## src/rtl/snn_io_ctrl.sv

```systemverilog
`default_nettype none
// ============================================================================
// snn_io_ctrl : UART <-> SNN core sequencer (pixel unpack, launch, ASCII reply)
// Revision 1.0
// ============================================================================
module snn_io_ctrl #(
  parameter  int IMG_BITS    = 784,
  parameter  int TIMEOUT_CYC = 5000000,
  parameter  int SEND_CRLF   = 1,
  localparam int NBYTES      = (IMG_BITS + 7) / 8,
  localparam int ADDR_W      = $clog2(IMG_BITS)
) (
  input  logic              clk,
  input  logic              rst_n,
  input  logic              rx_rdy,
  input  logic [7:0]        rx_data,
  output logic              wr_en,
  output logic [ADDR_W-1:0] wr_addr,
  output logic              wr_data,
  output logic              start,
  input  logic              done,
  input  logic [3:0]        digit,
  output logic              tx_start,
  output logic [7:0]        tx_data,
  input  logic              tx_rdy,
  output logic              busy,
  output logic [7:0]        led
);

  localparam int              BC_W      = $clog2(NBYTES + 1);
  localparam int              TM_W      = $clog2(TIMEOUT_CYC + 1);
  localparam logic [2:0]      LAST_BIT  = 3'((IMG_BITS - 1) % 8);
  localparam logic [BC_W-1:0] LAST_BYTE = BC_W'(NBYTES - 1);
  localparam logic [TM_W-1:0] TM_LAST   = TM_W'(TIMEOUT_CYC - 1);

  typedef enum logic [2:0] {
    IDLE    = 3'd0,
    UNPACK  = 3'd1,
    WAITB   = 3'd2,
    LAUNCH  = 3'd3,
    COMPUTE = 3'd4,
    TXCHR   = 3'd5,
    TXWAIT  = 3'd6
  } state_t;

  state_t            state_q, state_d;
  logic [7:0]        shreg_q, shreg_d;
  logic [7:0]        hold_q, hold_d;
  logic              hold_full_q, hold_full_d;
  logic [2:0]        bit_cnt_q, bit_cnt_d;
  logic [ADDR_W-1:0] pix_cnt_q, pix_cnt_d;
  logic [BC_W-1:0]   byte_cnt_q, byte_cnt_d;
  logic [TM_W-1:0]   timer_q, timer_d;
  logic              frame_err_q, frame_err_d;
  logic              tmo_q, tmo_d;
  logic              ovr_q, ovr_d;
  logic              res_valid_q, res_valid_d;
  logic [3:0]        digit_q, digit_d;
  logic [7:0]        tx_data_q, tx_data_d;
  logic [1:0]        chr_idx_q, chr_idx_d;
  logic              txw_first_q, txw_first_d;

  logic w_last_pix;
  logic w_byte_end;

  assign w_last_pix = (byte_cnt_q == LAST_BYTE) && (bit_cnt_q == LAST_BIT);
  assign w_byte_end = (bit_cnt_q == 3'd7);

  always_comb begin
    state_d     = state_q;
    shreg_d     = shreg_q;
    hold_d      = hold_q;
    hold_full_d = hold_full_q;
    bit_cnt_d   = bit_cnt_q;
    pix_cnt_d   = pix_cnt_q;
    byte_cnt_d  = byte_cnt_q;
    timer_d     = timer_q;
    frame_err_d = frame_err_q;
    tmo_d       = tmo_q;
    ovr_d       = ovr_q;
    res_valid_d = res_valid_q;
    digit_d     = digit_q;
    tx_data_d   = tx_data_q;
    chr_idx_d   = chr_idx_q;
    txw_first_d = txw_first_q;
    wr_en       = 1'b0;
    start       = 1'b0;
    tx_start    = 1'b0;

    case (state_q)
      IDLE: begin
        if (rx_rdy) begin
          shreg_d     = rx_data;
          byte_cnt_d  = '0;
          bit_cnt_d   = '0;
          pix_cnt_d   = '0;
          timer_d     = '0;
          hold_full_d = 1'b0;
          frame_err_d = 1'b0;
          state_d     = UNPACK;
        end
      end

      UNPACK: begin
        wr_en     = 1'b1;
        shreg_d   = {1'b0, shreg_q[7:1]};
        bit_cnt_d = bit_cnt_q + 3'd1;
        pix_cnt_d = pix_cnt_q + ADDR_W'(1);
        if (w_last_pix) begin
          // Any byte still buffered or arriving now has no frame to go into.
          if (rx_rdy || hold_full_q) begin
            ovr_d       = 1'b1;
            frame_err_d = 1'b1;
          end
          pix_cnt_d   = '0;
          bit_cnt_d   = '0;
          byte_cnt_d  = '0;
          hold_full_d = 1'b0;
          state_d     = LAUNCH;
        end else if (w_byte_end) begin
          byte_cnt_d = byte_cnt_q + BC_W'(1);
          if (hold_full_q) begin
            shreg_d     = hold_q;
            hold_d      = rx_data;
            hold_full_d = rx_rdy;
          end else if (rx_rdy) begin
            shreg_d = rx_data;
          end else begin
            timer_d = '0;
            state_d = WAITB;
          end
        end else if (rx_rdy) begin
          if (hold_full_q) begin
            ovr_d       = 1'b1;
            frame_err_d = 1'b1;
          end else begin
            hold_d      = rx_data;
            hold_full_d = 1'b1;
          end
        end
      end

      WAITB: begin
        timer_d = timer_q + TM_W'(1);
        if (rx_rdy) begin
          shreg_d = rx_data;
          timer_d = '0;
          state_d = UNPACK;
        end else if (timer_q == TM_LAST) begin
          tmo_d      = 1'b1;
          pix_cnt_d  = '0;
          byte_cnt_d = '0;
          bit_cnt_d  = '0;
          timer_d    = '0;
          state_d    = IDLE;
        end
      end

      LAUNCH: begin
        start = 1'b1;
        if (!frame_err_q) begin
          tmo_d = 1'b0;
          ovr_d = 1'b0;
        end
        if (rx_rdy) ovr_d = 1'b1;
        state_d = COMPUTE;
      end

      COMPUTE: begin
        if (rx_rdy) ovr_d = 1'b1;
        if (done) begin
          digit_d     = digit;
          res_valid_d = 1'b1;
          tx_data_d   = {4'h0, digit} + 8'h30;
          chr_idx_d   = 2'd0;
          state_d     = TXCHR;
        end
      end

      TXCHR: begin
        if (tx_rdy) begin
          tx_start    = 1'b1;
          txw_first_d = 1'b1;
          state_d     = TXWAIT;
        end
      end

      TXWAIT: begin
        // tx_rdy may not have fallen yet in the first cycle after tx_start.
        if (txw_first_q) begin
          txw_first_d = 1'b0;
        end else if (tx_rdy) begin
          if ((SEND_CRLF != 0) && (chr_idx_q != 2'd2)) begin
            chr_idx_d = chr_idx_q + 2'd1;
            tx_data_d = (chr_idx_q == 2'd0) ? 8'h0D : 8'h0A;
            state_d   = TXCHR;
          end else begin
            state_d = IDLE;
          end
        end
      end

      default: state_d = IDLE;
    endcase
  end

  always_ff @(posedge clk or negedge rst_n) begin
    if (!rst_n) begin
      state_q     <= IDLE;
      shreg_q     <= '0;
      hold_q      <= '0;
      hold_full_q <= 1'b0;
      bit_cnt_q   <= '0;
      pix_cnt_q   <= '0;
      byte_cnt_q  <= '0;
      timer_q     <= '0;
      frame_err_q <= 1'b0;
      tmo_q       <= 1'b0;
      ovr_q       <= 1'b0;
      res_valid_q <= 1'b0;
      digit_q     <= '0;
      tx_data_q   <= '0;
      chr_idx_q   <= '0;
      txw_first_q <= 1'b0;
    end else begin
      state_q     <= state_d;
      shreg_q     <= shreg_d;
      hold_q      <= hold_d;
      hold_full_q <= hold_full_d;
      bit_cnt_q   <= bit_cnt_d;
      pix_cnt_q   <= pix_cnt_d;
      byte_cnt_q  <= byte_cnt_d;
      timer_q     <= timer_d;
      frame_err_q <= frame_err_d;
      tmo_q       <= tmo_d;
      ovr_q       <= ovr_d;
      res_valid_q <= res_valid_d;
      digit_q     <= digit_d;
      tx_data_q   <= tx_data_d;
      chr_idx_q   <= chr_idx_d;
      txw_first_q <= txw_first_d;
    end
  end

  assign wr_addr = pix_cnt_q;
  assign wr_data = shreg_q[0];
  assign tx_data = tx_data_q;
  assign busy    = (state_q != IDLE);
  assign led     = {res_valid_q, ovr_q, tmo_q, busy, digit_q};

endmodule
`default_nettype wire

```

## config.mk

```make
export PLATFORM = sky130hd
export DESIGN_NAME = snn_io_ctrl
export DESIGN_NICKNAME = d
export VERILOG_FILES = /design/src/rtl/snn_io_ctrl.sv
export SDC_FILE = /design/constraint.sdc
export NUM_CORES = 1
export LEC_CHECK = 0
export ABC_AREA = 1
export BUFFER_PORTS_ARGS = -buffer_cell sky130_fd_sc_hd__buf_2
export CAP_MARGIN = 0
export CORE_UTILIZATION = 59
export DETAILED_ROUTE_END_ITERATION = 10
export PLACE_DENSITY = 0.8
export SETUP_SLACK_MARGIN = 0.05
export SLEW_MARGIN = 10
export SYNTH_ARGS = -nofsm -noshare
export SYNTH_HDL_FRONTEND = slang
export SYNTH_SLANG_ARGS = --single-unit
```

## constraint.sdc

```tcl
create_clock -name clk -period 2.1 [get_ports clk]
set_input_delay 0.315 -clock clk [delete_from_list [all_inputs] [get_ports clk]]
set_output_delay 0.315 -clock clk [all_outputs]
set_load 0.05 [all_outputs]
```

======== Word level (Yosys, flattened, before mapping) ========
Index checks and enable logic that the tools add are counted.
cells by class
  reductions and logical operators ........ 27
  divide/modulo/power cells ............... 0
  multipliers ............................. 0
  magnitude comparators ................... 0
  bitwise operators ....................... 1
  equal/unequal tests ..................... 37
  add/subtract/negate cells ............... 6
  multiplexer cells ....................... 81
  shift operators ......................... 0
operators by type and width
  cell                                            number
  two-way mux 23 bit                              7
  two-way mux 8 bit                               13
  one-hot mux 23 bit (3 select lines)             1
  two-way mux 3 bit                               16
  two-way mux 10 bit                              4
  two-way mux 7 bit                               5
  inequality test 2 bit (second input constant)   16
  one-hot mux 8 bit (2 select lines)              2
  one-hot mux 10 bit (3 select lines)             1
  inequality test 3 bit (second input constant)   9
  adder 23 x 1 -> 23 bit (second input constant)  1
  == test 23 bit (second input constant)          1
  one-hot mux 3 bit (7 select lines)              1
  one-hot mux 7 bit (3 select lines)              1
  two-way mux 1 bit                               19
  AND reduction 5 bit                             3
  == test 3 bit (second input constant)           4
  AND reduction 6 bit                             2
  nonzero test 2 bit                              6
  adder 10 x 1 -> 10 bit (second input constant)  1
  one-hot mux 3 bit (3 select lines)              1
  AND reduction 9 bit                             1
  nonzero test 3 bit                              3
  two-way mux 2 bit                               4
  22 further kinds                                30
word-level totals
  memories kept ........................... 0
  output and inout bits ................... 31
  register bits after elaboration ......... 82
  memory bits (writable) .................. 0
  ROM bits ................................ 0
  bits in latches ......................... 0
  bits of input ports ..................... 17

======== Depth between registers and ports, before layout ========
Gate-level depths: netlist of run 1.
  word-level depth ........................ 6
  gate-level depth with buffers ........... 12

======== Least setup slack after synthesis of run 1 ========
OpenSTA, ideal clock, no wires.
  path kind ............................... register to register
  from .................................... register bit_cnt_q[0]
  to ...................................... register timer_q[22]
  setup slack ............................. 0.394 ns
  arrival ................................. 1.592 ns
  clock period less this slack ............ 1.706 ns
  library setup time ...................... 0.115 ns
  buffers on the path ..................... 1
  cell stages (with the launch flop) ...... 11
  cells stage by stage .................... dfrtp_1 ha_1 ha_1 inv_2 o21ai_1 nand2_1 nor2_4 buf_2 nand3_1 nand2_1 nor2_1
between the ends
  cells in the longest elaborated chain, start to end .. 4
  elaborated cells on any way between the ends .. 5
  those cells by class .................... eq/ne: 3; reduce/logical: 2
RTL lines
  item                                    RTL line  text
  from (decl)                             50        logic [2:0] bit_cnt_q, bit_cnt_d;
  from (signal assigned)                  230       bit_cnt_q <= bit_cnt_d;
  == test 3 bit *                         66, 67
  logical AND 1 bit                       66        assign w_last_pix = (byte_cnt_q == LAST_BYTE) && (bit_cnt_q == LAST_BIT);
  inequality test 2 bit (no source line)  -
  AND reduction 6 bit (no source line) *  -
  to (signal assigned)                    233       timer_q <= timer_d;
  to (decl)                               53        logic [TM_W-1:0] timer_q, timer_d;
Every way passes the cells marked *; elsewhere a longest branch is shown, timed or not.
A chain may end at the register's enable or synchronous reset.

======== Final worst setup path of run 1 ========
  from .................................... register state_q[1]
  to ...................................... output port wr_en
between the ends
  cells in the longest elaborated chain, start to end .. 2
RTL lines
  item                    RTL line  text
  from (decl)             46        state_t state_q, state_d;
  from (signal assigned)  226       state_q <= state_d;
  == test 3 x 1 -> 1 bit  90        case (state_q)
  two-way mux 1 bit       90
  to (decl)               17        output logic wr_en,
No other way between the ends.

==> impl_metrics.tcl, run 1 <==
set metrics [dict create \
    status "complete, but fails checks" \
    violations "design-rule violations" \
    fmaxAchievable_ghz 0.511 \
    yosys.area.top_type "dfrtp_1" \
    syn_inst 648 \
    firstDrtPassIters 8 \
    die_h_um 90.8 \
    placed_cells 794 \
    drc 1 \
    row_count 32 \
    crit_fanout 7 \
    start_util_pct 60.5 \
    p_int_uw 3320 \
    grt_max_degree 52 \
    ff2ff_setup_slack_ns 0.25 \
    p_switching_uw 3070 \
    filler_cell_count 718 \
    cts_inserted_buffers 9 \
    drv_cap 0 \
    seqPwrFrac_pct 35.2 \
    p_per_area_nw_per_um2 1210 \
    p_comb_share_pct 49.4 \
    dieArea_sq_um 8240 \
    ant_nets 0 \
    vias 4388 \
    finClkSkew_ns 0.0100 \
    rr_worst_depth 11 \
    switching_share_pct 48.0 \
    hold_depth 3 \
    max_slew_margin_pct 66.7 \
    fin_cells 814 \
    syn2layout_area_growth_pct 13.0 \
    via_per_inst 5.39 \
    routed_wl_um 10400 \
    ir_drop_mv 1.10 \
    io_pins 48 \
    grt_pass1_vias 3955 \
    synth_top_cells_by_area "dfrtp_1 (43%), nand2_1 (17%), nand3_1 (6.0%)" \
    yosysWarnings 0 \
    hpwl_um 7660 \
    end_kind "primary output" \
    overflow 0 \
    synth.cell_area_sq_um 4650 \
    tightestPinTransition_ns 0.497 \
    drt_iter0_markers 291 \
    cts_tree "yes" \
    yosysUniqueCellTypes 38 \
    min_to "digit_q[2]" \
    r2r-start "bit_cnt_q[0]" \
    clock_latency_ns 0.35 \
    hold_class "in -> reg" \
    slew_violations 0 \
    layout_commonest_cell "nand2_1" \
    drive_above_1_share_pct 16.3 \
    hold_viol 0 \
    grt_use_total_pct 26.7 \
    cts-htree-levels 3 \
    layout.nets 733 \
    holdWs_ns 0.187 \
    synth_ff_type "dfrtp_1" \
    cts_root_buf "clkbuf_8" \
    synth_top_area_share_pct 42.5 \
    ff_latch_area_sq_um 1980 \
    ys_seq_area_share_pct 42.5 \
    n_antenna_cell 0 \
    worst_ep_required_time_ns 1.78 \
    grt_pass1_wl_um 17700 \
    syn_area_per_cell_sq_um 7.18 \
    setup_tns_ns 0 \
    cts_buffer_depth 2 \
    period_needed_ns 1.96 \
    synth_seq_cells 79 \
    min_from "digit[2]" \
    p_clk_share_pct 15.4 \
    grt_antenna_before_repair 0 \
    synth_edf_count 0 \
    startpoint_type "flip-flop" \
    fin_util_pct 68.4 \
    die_w_um 90.8 \
    port_buffers 45 \
    multiInputGateArea_sq_um 2290 \
    routedWlPerCell_um 12.8 \
    setup_viol 0 \
    final_cell_mix "nand2_1 (210), dfrtp_1 (76), inv_1 (65)" \
    path_class "reg -> out" \
    async_flop_share_pct 100 \
    period_share_pct 93.2 \
    cp_data_arrival_time_ns 1.64 \
    gp_congestion 0.919 \
    clock_sinks 79 \
    r2r_end "state_q[2]" \
    rsz0062_at_grt "false" \
    core_sq_um 7690 \
    path_clk_slew_ns 0.07 \
    p_leak_uw 0.00264 \
]
[power groups by stage]
| stage | Sequential, uW | Clock (uW) | Combinational [uW] |
|---|---|---|---|
| final | 2250 | 984 | 3150 |
| after global routing | 2300 | 1060 | 3480 |
| after CTS | 2250 | 1000 | 3050 |
| after detailed placement | 2270 | 0 | 3030 |
| after global placement | 2250 | 0 | 2940 |
| after floorplan | 2550 | 0 | 2020 |
[layout make-up]
class | instances | area share, %
inverter | 79 | 5.64
multi-input combinational | 473 | 43.5
sequential | 79 | 37.7
clock buffer | 11 | 2.69
tap | 102 | 2.43
timing repair buffer | 66 | 7.62
clock inverter | 4 | 0.428
[per-layer routing]
metal / vias up / track usage [%] / wire, um
li1: 2197 / - / -
met5: - / 0 / 0
met3: 15 / 4.12 / 437
met4: 0 / 9.66 / 150
met1: 2057 / 37.2 / 5010
met2: 119 / 42.4 / 4840
[per-stage QoR]
step | setup slack, ns | instance area, sq um | total power, uW
2_1_floorplan | 0.394 | 4650 | 4580
3_3_place_gp | 0.238 | 5030 | 5190
3_5_place_dp | 0.163 | 5030 | 5300
4_1_cts | 0.140 | 5210 | 6300
5_1_grt | 0.0563 | 5260 | 6840
6_report | 0.143 | 5260 | 6390
[kinds of logic after synthesis]
family / after synthesis / share of synthesized area, %
compound gates: 65 / 7.83
xor+xnor: 13 / 2.45
fa+ha+maj: 8 / 2.15
buf+inv: 97 / 8.82
flops: 79 / 42.5
other cells: 1 / 0.0806
simple gates: 385 / 36.2
[how the worst max path moves through the flow]
stage,start,end,slack [ns],depth (start not counted)
2_1_floorplan,bit_cnt_q[0],timer_q[22],0.39,10
5_1_grt,state_q[1],wr_en,0.06,5
3_3_place_gp,bit_cnt_q[0],timer_q[0],0.24,9
4_1_cts,state_q[1],wr_en,0.14,5
6_report,state_q[1],wr_en,0.14,5
3_5_place_dp,bit_cnt_q[0],timer_q[0],0.16,9
[state kept, by name (all words and copies together) (netlist names)]
signal / cells
tmo_q: 1
wr_addr: 10
tx_data: 5
digit_q: 4
state_q: 3
byte_cnt_q: 7
timer_q: 23
hold_full_q: 1
chr_idx_q: 2
ovr_q: 1
res_valid_q: 1
shreg_q: 8
frame_err_q: 1
bit_cnt_q: 3
hold_q: 8
txw_first_q: 1
[worst max-delay path: stages, from the launching register on]
cell and delay [ns]:
dfrtp_1 0.45, inv_2 0.12, nand2_2 0.08, nor2_4 0.17
buf_4 0.20, buf_2 0.27
[synth_stat cells, types with 2 or more instances]
cell,instances
nand2_1,210
dfrtp_1,79
inv_1,66
nor2_1,60
nand3_1,56
o21ai_0,34
nand4_1,26
inv_2,12
nor3_1,11
o21ai_1,11
xor2_1,11
a21oi_1,9
buf_4,9
ha_1,8
nor2_2,8
buf_2,4
clkbuf_1,4
nand3b_1,4
nand3_2,2
o2111ai_1,2
o21bai_1,2
o22ai_1,2
or2_2,2
xnor2_1,2
[repair_timing]
item / 4_1_cts / 5_1_grt
setup endpoints to repair: 1 / 39
buffers inserted: 0 / 4
gates resized for setup: 2 / 7
hold buffers: 1 / 0
endpoints found under the hold margin: 28 / 0
pin swaps: 0 / 1
Note: power is estimated with default switching activity, not from simulation.
==> run 2: changes to the inputs <==
--- a/config.mk
+++ b/config.mk
@@ -5,12 +5,11 @@
 export SDC_FILE = /design/constraint.sdc
 export NUM_CORES = 1
 export LEC_CHECK = 0
-export ABC_AREA = 1
 export BUFFER_PORTS_ARGS = -buffer_cell sky130_fd_sc_hd__buf_2
 export CAP_MARGIN = 0
-export CORE_UTILIZATION = 59
+export CORE_UTILIZATION = 58
 export DETAILED_ROUTE_END_ITERATION = 10
-export PLACE_DENSITY = 0.8
+export PLACE_DENSITY = 0.79
 export SETUP_SLACK_MARGIN = 0.05
 export SLEW_MARGIN = 10
 export SYNTH_ARGS = -nofsm -noshare
==> impl_metrics.tcl, run 2 <==
set metrics [dict create \
    status "complete, but fails checks" \
    violations "negative setup slack" \
    port_buffers 45 \
    async_flop_share_pct 100 \
    rr_worst_depth 7 \
    firstDrtPassIters 7 \
    synth_seq_cells 79 \
    start_util_pct 61.0 \
    p_int_uw 3780 \
    row_count 30 \
    met3_usage_pct 5.40 \
    cts_root_buf "clkbuf_8" \
    min_to "digit_q[0]" \
    yosys.area.top_type "dfrtp_1" \
    synth.cell_area_sq_um 4190 \
    ir_drop_mv 0.952 \
    final_cell_mix "dfrtp_1 (79), nand2_1 (42), buf_2 (42)" \
    yosysWarnings 0 \
    p_switching_uw 3180 \
    cts_buffer_depth 2 \
    syn2layout_area_growth_pct 22.9 \
    top_register "timer_q" \
    synth_edf_count 0 \
    hold_viol 0 \
    drt_iter0_markers 320 \
    clock_latency_ns 0.37 \
    grt_pass1_wl_um 15500 \
    largest_reg_flops 23 \
    via_per_inst 6.11 \
    setup_tns_ns -0.230 \
    period_share_pct 104 \
    gp_congestion 0.871 \
    routedWlPerCell_um 16.1 \
    cts_tree "yes" \
    drive_above_1_share_pct 28.6 \
    r2r_end "timer_q[21]" \
    p_per_area_nw_per_um2 1350 \
    met1_usage_pct 36.5 \
    hold_class "in -> reg" \
    cts_inserted_buffers 9 \
    switching_share_pct 45.7 \
    design_area_sq_um 5150 \
    r2r-start "timer_q[7]" \
    p_leak_uw 0.00231 \
    seqPwrFrac_pct 33.8 \
    period_needed_ns 2.18 \
    slew_violations 0 \
    path_clk_slew_ns 0.09 \
    synth_ff_type "dfrtp_1" \
    grt_pass1_vias 3326 \
    setup_viol 4 \
    fmaxAchievable_ghz 0.459 \
    ff2ff_setup_slack_ns -0.08 \
    hpwl_um 6570 \
    fin_cells 621 \
    clock_sinks 79 \
    core_sq_um 6870 \
    synth.most_common_cell "dfrtp_1" \
    routed_wl_um 10000 \
    yosysUniqueCellTypes 58 \
    end_kind "flip-flop" \
    cts-htree-levels 3 \
    syn_area_per_cell_sq_um 9.46 \
    die_h_um 87.0 \
    vias 3793 \
    met2_usage_pct 40.4 \
    finClkSkew_ns 0.0142 \
    busiest_layer "met2" \
    hold_depth 3 \
    fin_util_pct 75.0 \
    io_pins 48 \
    dieArea_sq_um 7570 \
    min_from "digit[0]" \
    layout_commonest_cell "dfrtp_1" \
    crit_fanout 43 \
    synth_top_cells_by_area "dfrtp_1 (47%), o21ai_0 (4.1%), nand2_1 (3.9%)" \
    grt_max_degree 44 \
    yosys-top-cells-count "dfrtp_1 (79), nand2_1 (43), nor2_1 (37), o21ai_0 (34)" \
    drv_cap 0 \
    placed_cells 597 \
    setup_ws_ns -0.0803 \
    n_antenna_cell 0 \
    ys_seq_area_share_pct 47.2 \
    overflow 0 \
    drc 0 \
    worst_ep_required_time_ns 2.35 \
    tightestPinTransition_ns 0.608 \
    grt_use_total_pct 26.3 \
    grt_antenna_before_repair 0 \
    cp_data_arrival_time_ns 2.43 \
    syn_inst 443 \
    placed_area_sq_um 4730 \
    ant_nets 0 \
    synth_top_area_share_pct 47.2 \
    path_class "reg -> reg" \
    startpoint_type "flip-flop" \
    p_clk_share_pct 16.7 \
    layout.nets 545 \
    max_slew_margin_pct 59.1 \
    rsz0062_at_grt "true" \
    die_w_um 87.0 \
    finalPower_uw 6970 \
    p_comb_share_pct 49.5 \
]
==> run 2: cell types whose count changed in the layout (fill, tap and decap cells not counted), moves of 8 or more <==
cell | previous run | this run
nor2_1 | 60 | 34
a21oi_1 | 9 | 23
nand3_1 | 55 | 22
inv_1 | 65 | 13
xor2_1 | 11 | 0
nand4_1 | 26 | 8
and3_1 | 0 | 11
mux2_2 | 0 | 11
a31oi_1 | 0 | 22
o21ai_0 | 34 | 21
a221o_1 | 0 | 8
buf_4 | 20 | 38
inv_2 | 13 | 0
nand2_1 | 210 | 42
==> run 2: final cells by class <==
cell class | instances | area (sq um)
multi-input cells | 326 | 2180
inverters | 14 | 53.8
fillers | 499 | 1720
flip-flops and latches | 79 | 1980
clock inverters | 7 | 78.8
well taps | 96 | 120
clock buffers | 9 | 124
repair buffers | 90 | 621
==> run 2: timing repair <==
action / 4_1_cts / 5_1_grt
endpoints found under the setup margin: 12 / 37
resized for setup: 7 / 42
hold buffers: 1 / 0
buffers inserted: 0 / 6
gates cloned: 0 / 1
endpoints found under the hold margin: 37 / 0
pin swaps: 0 / 12
==> run 2: worst max-delay path, stage by stage, from the launching register on <==
cell and delay (ns):
dfrtp_1 0.39, or4b_4 0.55, nor4_4 0.31, buf_4 0.16
a21oi_4 0.07, buf_12 0.19, a21o_1 0.17, a22o_1 0.22
==> run 2: logic make-up after synthesis <==
family / after synthesis / synth area share (%)
buf+inv: 39 / 4.33
compound gates: 136 / 21.6
simple gates: 163 / 20.0
other cells: 1 / 0.0895
mux: 17 / 4.45
fa+ha+maj: 8 / 2.39
flops: 79 / 47.2
==> run 2: stage by stage <==
stage                     hold WS, ns  setup slack [ns]
after floorplan                0.0194           -0.0105
after global placement          0.314            0.0718
after detailed placement        0.321           -0.0425
after CTS                       0.184            0.0522
after global routing            0.189            -0.128
final                           0.188           -0.0803
==> run 2: worst max-delay path by stage <==
stage                 start  slack (ns)       endpoint  depth (start not counted)
2_1_floorplan    timer_q[6]       -0.01     state_q[0]                          6
4_1_cts          timer_q[0]        0.05  byte_cnt_q[6]                          7
6_report         timer_q[7]       -0.08    timer_q[21]                          7
3_5_place_dp   bit_cnt_q[0]       -0.04     shreg_q[4]                          6
5_1_grt         timer_q[21]       -0.13    timer_q[21]                          7
3_3_place_gp   bit_cnt_q[0]        0.07     shreg_q[1]                          6
==> run 2: layer usage <==
metal,vias up,part of all wire [%]
met5,-,0
met4,0,1.6
met3,17,4.6
met2,125,50
met1,1852,44
li1,1799,-
==> run 2: power by group through the flow <==
stage	logic (uW)	clock network [uW]	registers, uW
5_1_grt	3690	1260	2410
4_1_cts	3170	1180	2330
3_5_place_dp	3130	0	2350
2_1_floorplan	1770	0	2850
6_report	3450	1170	2350
3_3_place_gp	3050	0	2320
